--- config.mk ---
export PLATFORM = sky130hd
export DESIGN_NAME = alu_issue_ctrl
export DESIGN_NICKNAME = d
export VERILOG_FILES = /design/src/rtl/alu_issue_ctrl.sv
export SDC_FILE = /design/constraint.sdc
export NUM_CORES = 1
export LEC_CHECK = 0
export ABC_AREA = 1
export BUFFER_PORTS_ARGS = -buffer_cell sky130_fd_sc_hd__buf_2
export CELL_PAD_IN_SITES_DETAIL_PLACEMENT = 0
export CELL_PAD_IN_SITES_GLOBAL_PLACEMENT = 1
export CORE_MARGIN = 2
export CORE_UTILIZATION = 48
export CTS_CLUSTER_SIZE = 40
export DETAILED_ROUTE_END_ITERATION = 8
export HOLD_SLACK_MARGIN = 0.1
export PLACE_DENSITY = 0.85
export SETUP_SLACK_MARGIN = 0.05
export SYNTH_ARGS = -nofsm -noshare
export SYNTH_HDL_FRONTEND = slang
export SYNTH_SLANG_ARGS = --single-unit
export TNS_END_PERCENT = 30
--- constraint.sdc ---
create_clock -name clk -period 6.4 [get_ports clk]
set_clock_uncertainty 0.05 [all_clocks]
set_input_delay 1.28 -clock clk [delete_from_list [all_inputs] [get_ports clk]]
set_output_delay 1.28 -clock clk [all_outputs]
set_load 0.03 [all_outputs]
--- src/rtl/alu_issue_ctrl.sv ---
// ---------------------------------------------------------------------------
// alu_issue_ctrl
//
// Operand-issue stage in front of a registered 32-bit ALU. Incoming commands
// are buffered in a small FIFO. One operand set at a time is presented to the
// ALU and held there. The block waits out the ALU's result latency (1 cycle)
// and zero-flag latency (2 cycles), then returns a registered response over a
// valid/ready handshake.
//
// Optional feature (macro ALU_ISSUE_SELCHK_EN):
//   A popped command whose select is above 3'b101 is not issued. The block
//   answers it directly with r=0, zflag=1, err=1 and leaves o_alu_* untouched.
//   Without the macro every select is issued and o_rsp_err is tied 0.
//
// Ports:
//   clk, rst_n                  clock (rising edge), async active-low reset
//   i_cmd_valid / o_cmd_ready   command handshake into the FIFO
//   i_cmd_a, i_cmd_b, i_cmd_sel command operands and operation select
//   o_alu_a, o_alu_b, o_alu_sel operands held at the ALU inputs
//   i_alu_r, i_alu_zflag        ALU result (+1 cycle) and zero flag (+2 cycles)
//   o_rsp_valid / i_rsp_ready   response handshake
//   o_rsp_r, o_rsp_zflag        captured result and zero flag
//   o_rsp_err                   illegal select (only with ALU_ISSUE_SELCHK_EN)
//   o_busy                      FSM not idle or FIFO not empty
//   o_count                     FIFO occupancy
// ---------------------------------------------------------------------------
module alu_issue_ctrl #(
    parameter int DATA_W = 32,
    parameter int SEL_W  = 3,
    parameter int DEPTH  = 4
) (
    input  logic                   clk,
    input  logic                   rst_n,
    input  logic                   i_cmd_valid,
    output logic                   o_cmd_ready,
    input  logic [DATA_W-1:0]      i_cmd_a,
    input  logic [DATA_W-1:0]      i_cmd_b,
    input  logic [SEL_W-1:0]       i_cmd_sel,
    output logic [DATA_W-1:0]      o_alu_a,
    output logic [DATA_W-1:0]      o_alu_b,
    output logic [SEL_W-1:0]       o_alu_sel,
    input  logic [DATA_W-1:0]      i_alu_r,
    input  logic                   i_alu_zflag,
    output logic                   o_rsp_valid,
    input  logic                   i_rsp_ready,
    output logic [DATA_W-1:0]      o_rsp_r,
    output logic                   o_rsp_zflag,
    output logic                   o_rsp_err,
    output logic                   o_busy,
    output logic [$clog2(DEPTH):0] o_count
);

    localparam int PTR_W = $clog2(DEPTH);
    localparam int CNT_W = PTR_W + 1;

    typedef enum logic [2:0] {
        IDLE,
        ISSUE,
        WAIT_R,
        WAIT_Z,
        RESP
    } state_t;

    typedef struct packed {
        logic [SEL_W-1:0]  sel;
        logic [DATA_W-1:0] b;
        logic [DATA_W-1:0] a;
    } cmd_t;

    state_t           state;
    state_t           state_nxt;
    cmd_t             fifo_mem [DEPTH];
    cmd_t             cmd_in;
    cmd_t             head;
    logic [PTR_W-1:0] wr_ptr;
    logic [PTR_W-1:0] rd_ptr;
    logic [CNT_W-1:0] count;
    logic             push;
    logic             pop;
    logic             pop_bad;
    logic             capture;
    logic             rsp_clear;

    // ------------------------------------------------------------------
    // FIFO
    // ------------------------------------------------------------------
    assign o_cmd_ready = (count < CNT_W'(DEPTH));
    assign push        = i_cmd_valid & o_cmd_ready;
    assign cmd_in      = '{sel: i_cmd_sel, b: i_cmd_b, a: i_cmd_a};
    assign head        = fifo_mem[rd_ptr];
    assign o_count     = count;
    assign o_busy      = (state != IDLE) || (count != '0);

    // NOTE: state registers use non-blocking assignments so every flop samples
    // pre-edge values regardless of process ordering.
    always_ff @(posedge clk or negedge rst_n) begin
        if (!rst_n) begin
            wr_ptr <= '0;
            rd_ptr <= '0;
            count  <= '0;
        end else begin
            // DEPTH is a power of two, so the pointers wrap by overflowing.
            if (push) wr_ptr <= wr_ptr + PTR_W'(1);
            if (pop)  rd_ptr <= rd_ptr + PTR_W'(1);
            case ({push, pop})
                2'b10:   count <= count + CNT_W'(1);
                2'b01:   count <= count - CNT_W'(1);
                default: count <= count;
            endcase
        end
    end

    // NOTE: the storage array has no reset; validity is tracked entirely by
    // count/pointers, so resetting it would only add reset fan-out.
    always_ff @(posedge clk) begin
        if (push) fifo_mem[wr_ptr] <= cmd_in;
    end

    // ------------------------------------------------------------------
    // Select check
    // ------------------------------------------------------------------
`ifdef ALU_ISSUE_SELCHK_EN
    localparam logic [SEL_W-1:0] SEL_MAX = SEL_W'(5);
    assign pop_bad = (head.sel > SEL_MAX);
`else
    assign pop_bad = 1'b0;
`endif

    // ------------------------------------------------------------------
    // FSM: next state and per-cycle strobes
    // ------------------------------------------------------------------
    // NOTE: every always_comb output gets a default first so no path can
    // leave it unassigned and infer a latch.
    always_comb begin
        state_nxt = state;
        pop       = 1'b0;
        capture   = 1'b0;
        rsp_clear = 1'b0;
        case (state)
            IDLE: begin
                // count is registered, so a command pushed into an empty FIFO
                // becomes poppable one cycle later.
                if (count != '0) pop = 1'b1;
            end
            ISSUE:  state_nxt = WAIT_R;
            WAIT_R: state_nxt = WAIT_Z;
            WAIT_Z: begin
                // Result and flag are both settled from the held operands.
                capture   = 1'b1;
                state_nxt = RESP;
            end
            RESP: begin
                if (i_rsp_ready) begin
                    rsp_clear = 1'b1;
                    state_nxt = IDLE;
                    if (count != '0) pop = 1'b1;
                end
            end
            default: state_nxt = IDLE;
        endcase
        // Any pop either starts an issue or, for a rejected select,
        // answers immediately.
        if (pop) state_nxt = pop_bad ? RESP : ISSUE;
    end

    // ------------------------------------------------------------------
    // State, ALU operand and response registers
    // ------------------------------------------------------------------
    always_ff @(posedge clk or negedge rst_n) begin
        if (!rst_n) begin
            state       <= IDLE;
            o_alu_a     <= '0;
            o_alu_b     <= '0;
            o_alu_sel   <= '0;
            o_rsp_valid <= 1'b0;
            o_rsp_r     <= '0;
            o_rsp_zflag <= 1'b0;
        end else begin
            state <= state_nxt;
            // Operands stay put between pops; the ALU re-samples each cycle.
            if (pop && !pop_bad) begin
                o_alu_a   <= head.a;
                o_alu_b   <= head.b;
                o_alu_sel <= head.sel;
            end
            if (rsp_clear) o_rsp_valid <= 1'b0;
            // A rejected command popped at a handshake edge re-asserts valid,
            // so this must follow the clear.
            if (capture) begin
                o_rsp_valid <= 1'b1;
                o_rsp_r     <= i_alu_r;
                o_rsp_zflag <= i_alu_zflag;
            end else if (pop && pop_bad) begin
                o_rsp_valid <= 1'b1;
                o_rsp_r     <= '0;
                o_rsp_zflag <= 1'b1;
            end
        end
    end

`ifdef ALU_ISSUE_SELCHK_EN
    always_ff @(posedge clk or negedge rst_n) begin
        if (!rst_n) begin
            o_rsp_err <= 1'b0;
        end else if (capture) begin
            o_rsp_err <= 1'b0;
        end else if (pop && pop_bad) begin
            o_rsp_err <= 1'b1;
        end
    end
`else
    assign o_rsp_err = 1'b0;
`endif

endmodule

==> metrics.md <==
| Metric | Value |
|---|---|
| Initial core utilization | 0.484 |
| CP max stage cell | nor2_8 |
| Fillers | 2796 |
| Post-CTS Resized | 0 |
| Largest net degree at the start of global routing | 105 |
| Hold Vio Cnt, Final | 0 |
| Clock Latency Late Sink | 0.53 ns |
| Fmax | 319 MHz |
| RSZ-0062 raised after global routing | false |
| Clk sink count | 379 |
| Vias/cell | 4.62 |
| Post-Syn Area | 15700 um^2 |
| Mapped Nets | 1655 |
| Critical Path RT | 6.77 ns |
| Pin slew with the least headroom to its limit | 1.13 ns |
| CTS Hold Buffers Added | 0 |
| MaxCap Viol Count | 0 |
| CTS tree | done |
| Final Setup Violations | 0 |
| Count of state elements after synthesis | 379 |
| Synthesis-to-layout area growth | 16.2% |
| Crit path kind | in -> reg |
| Setup total negative slack | 0 ns |
| CP max FO | 70 |
| Initial DRC Count | 622 |
| Die ar. | 34100 um^2 |
| HPWL Detailed | 18900 um |
| Share of layout cells above drive strength 1 | 0.161 |
| Critical path arrival | 3.50 ns |
| First-pass GRT wire length | 50800 um |
| Final std cells w/o fill | 2213 |
| Syn Inst Count | 1545 |
| Post-CTS setup buffers | 0 |
| Tcrit/Tclk final | 0.490 |
| Dpl ws | 2.68 ns |
| First-pass detailed-route iteration total | 5 |
| CP peak stage delay | 0.79 ns |
| Vias in the first global route | 9997 |
| Total gr overflow | 0 |
| Port Buf Inserts | 209 |
| Antenna viol nets, final | 0 |
| # rows | 66 |
| Register area share after synthesis | 0.691 |
| Critical Path Start Type | input port |
| Max Slew Vio Count | 0 |
| CTS buffer count | 38 |
| Initial antenna violation count | 7 |
| Power per cell area | 490 nW/um^2 |
| Height of the die | 185 um |
| Cell total after placement | 2139 |
| Core footprint | 32400 um^2 |
| Status | finished clean |
| Cell Chain, Critical Path | buf_2 -> inv_1 -> nand2_1 -> nand2_2 -> nor2_8 -> ha_1 -> inv_1 -> fa_1 -> nand2_1 -> nand3_1 -> xor2_1 |
| Final wirelength | 32300 um |
| CP Capture Type | register |
| Die Wd | 185 um |
| Wire per inst | 14.6 um |
| H-tree Lvls | 2 |
| Mean Syn Cell Area | 10.1 um^2 |
| Total global-route track usage | 0.190 |
| Synth cell types | 23 |
| Via Count | 10214 |
| Ys Warns | 0 |
| Final min period | 3.14 ns |
| Remaining DRCs | 0 |
| Gpl congestion | 0.704 |
| CTS clk-pin slew, worst paths | 0.06 ns |
| Clk root buf | clkbuf_16 |
| Fin worst setup slack | 3.26 ns |
| Maximum VDD drop | 383 uV |
| Slew HR | 0.244 |
| Clock Tree Buf Depth | 3 |
| IO Count | 211 |
| Static Leakage | 0.00895 uW |
| Nets | 1847 |
| Worst Hold Class | reg -> reg |
cell families (layout without fill, tap and decap cells):
| group | after synthesis | in the layout | share of synthesized area |
|---|---|---|---|
| AO/OA/AOI/OAI | 37 | 37 | 0.0118 |
| XOR/XNOR | 4 | 4 | 0.00224 |
| adder cells (fa/ha/maj) | 6 | 6 | 0.00527 |
| buffers and inverters | 384 | 606 | 0.100 |
| flip-flops | 379 | 379 | 0.691 |
| other | 1 | 5 | 0.000239 |
| AND/OR/NAND/NOR | 734 | 734 | 0.189 |
synthesized netlist by cell type:
library cell / count / area share
inv_2: 2 / 0.00048
clkbuf_1: 23 / 0.0055
xor2_1: 3 / 0.0017
conb_1: 1 / 0.00024
nand3b_1: 1 / 0.00048
nor2_1: 6 / 0.0014
nor2_4: 1 / 0.00072
fa_1: 1 / 0.0013
nand2_1: 585 / 0.14
a21oi_1: 1 / 0.00032
buf_6: 9 / 0.0065
nand3_1: 137 / 0.044
o21ai_0: 36 / 0.011
nand2_2: 1 / 0.00040
dfrtp_1: 111 / 0.18
buf_2: 26 / 0.0083
ha_1: 5 / 0.0040
nor2_8: 1 / 0.0013
buf_4: 8 / 0.0038
edfxtp_1: 268 / 0.51
inv_1: 316 / 0.076
xnor2_1: 1 / 0.00056
nand3_2: 2 / 0.0013
final cells by class:
| class | instances | area, um^2 | area share |
|---|---|---|---|
| flip-flops and latches | 379 | 10800 | 0.595 |
| well taps | 442 | 553 | 0.0304 |
| inverters | 318 | 1200 | 0.0657 |
| clock buffers | 54 | 1040 | 0.0571 |
| multi-input cells | 782 | 3310 | 0.182 |
| diodes | 4 | 10.0 | 0.000549 |
| repair buffers | 218 | 1120 | 0.0615 |
| clock inverters | 16 | 151 | 0.00831 |
registers in the layout, indices dropped and copies added, names as in the netlist:
name and count:
fifo_mem 268, o_alu_a 32, o_alu_b 32, o_alu_sel 3, o_count 3, o_rsp_r 32
o_rsp_valid 1, o_rsp_zflag 1, rd_ptr 2, state 3, wr_ptr 2
cells in the final DEF (no fill, tap or decap), types with 3 or more instances in the layout:
master       n
clkinv_2     5
dfrtp_1    109
xor2_1       3
clkbuf_16   38
buf_2      208
nor2_4       5
edfxtp_1   268
inv_1      316
nand3_1    137
ha_1         5
nand2_1    585
o21ai_0     36
clkbuf_1    13
clkbuf_8     3
diode_2      4
clkinv_1     3
buf_4        9
critical path: cells and delay by family:
| family | cells | cell delay (ns) |
|---|---|---|
| simple gates | 5 | 1.19 |
| fa+ha+maj | 2 | 0.69 |
| buf+inv | 3 | 0.20 |
| xor+xnor | 1 | 0.14 |
metal layers:
metal / wire [um] / GRT usage / vias to the layer above
met5: 33 / 0 / -
met4: 657 / 0.0549 / 6
met3: 2080 / 0.0411 / 50
met2: 15700 / 0.333 / 272
met1: 13900 / 0.239 / 4734
li1: - / - / 5152
path summary, 6_finish.rpt:
path	slack (ns)	end	from	cells past startpoint
max in group asynchronous	4.39	rd_ptr[0]	rst_n	2
max reg2reg	3.60	o_count[2]	o_count[0]	10
min in group asynchronous	0.62	o_alu_a[6]	rst_n	1
min	0.42	o_alu_b[23]	o_alu_b[23]	2
min reg2reg	0.42	o_alu_b[23]	o_alu_b[23]	2
max	3.26	o_count[2]	i_rsp_ready	11
metrics by stage:
stage | hold slack [ns] | total power (uW) | util | instance area [um^2]
after global placement | 0.410 | 6830 | 0.526 | 17000
after global routing | 0.443 | 9540 | 0.563 | 18200
final | 0.423 | 8920 | 0.563 | 18200
after floorplan | 0.484 | 6010 | - | 15700
after CTS | 0.428 | 9040 | 0.562 | 18200
after detailed placement | 0.409 | 6900 | 0.526 | 17000
report_power, final:
group / internal [uW] / leakage, uW / switching (uW)
clock: 1220 / 0.000578 / 886
combinational: 888 / 0.00458 / 2310
sequential: 3270 / 0.00379 / 341
Power figures use the tool's default switching activity.
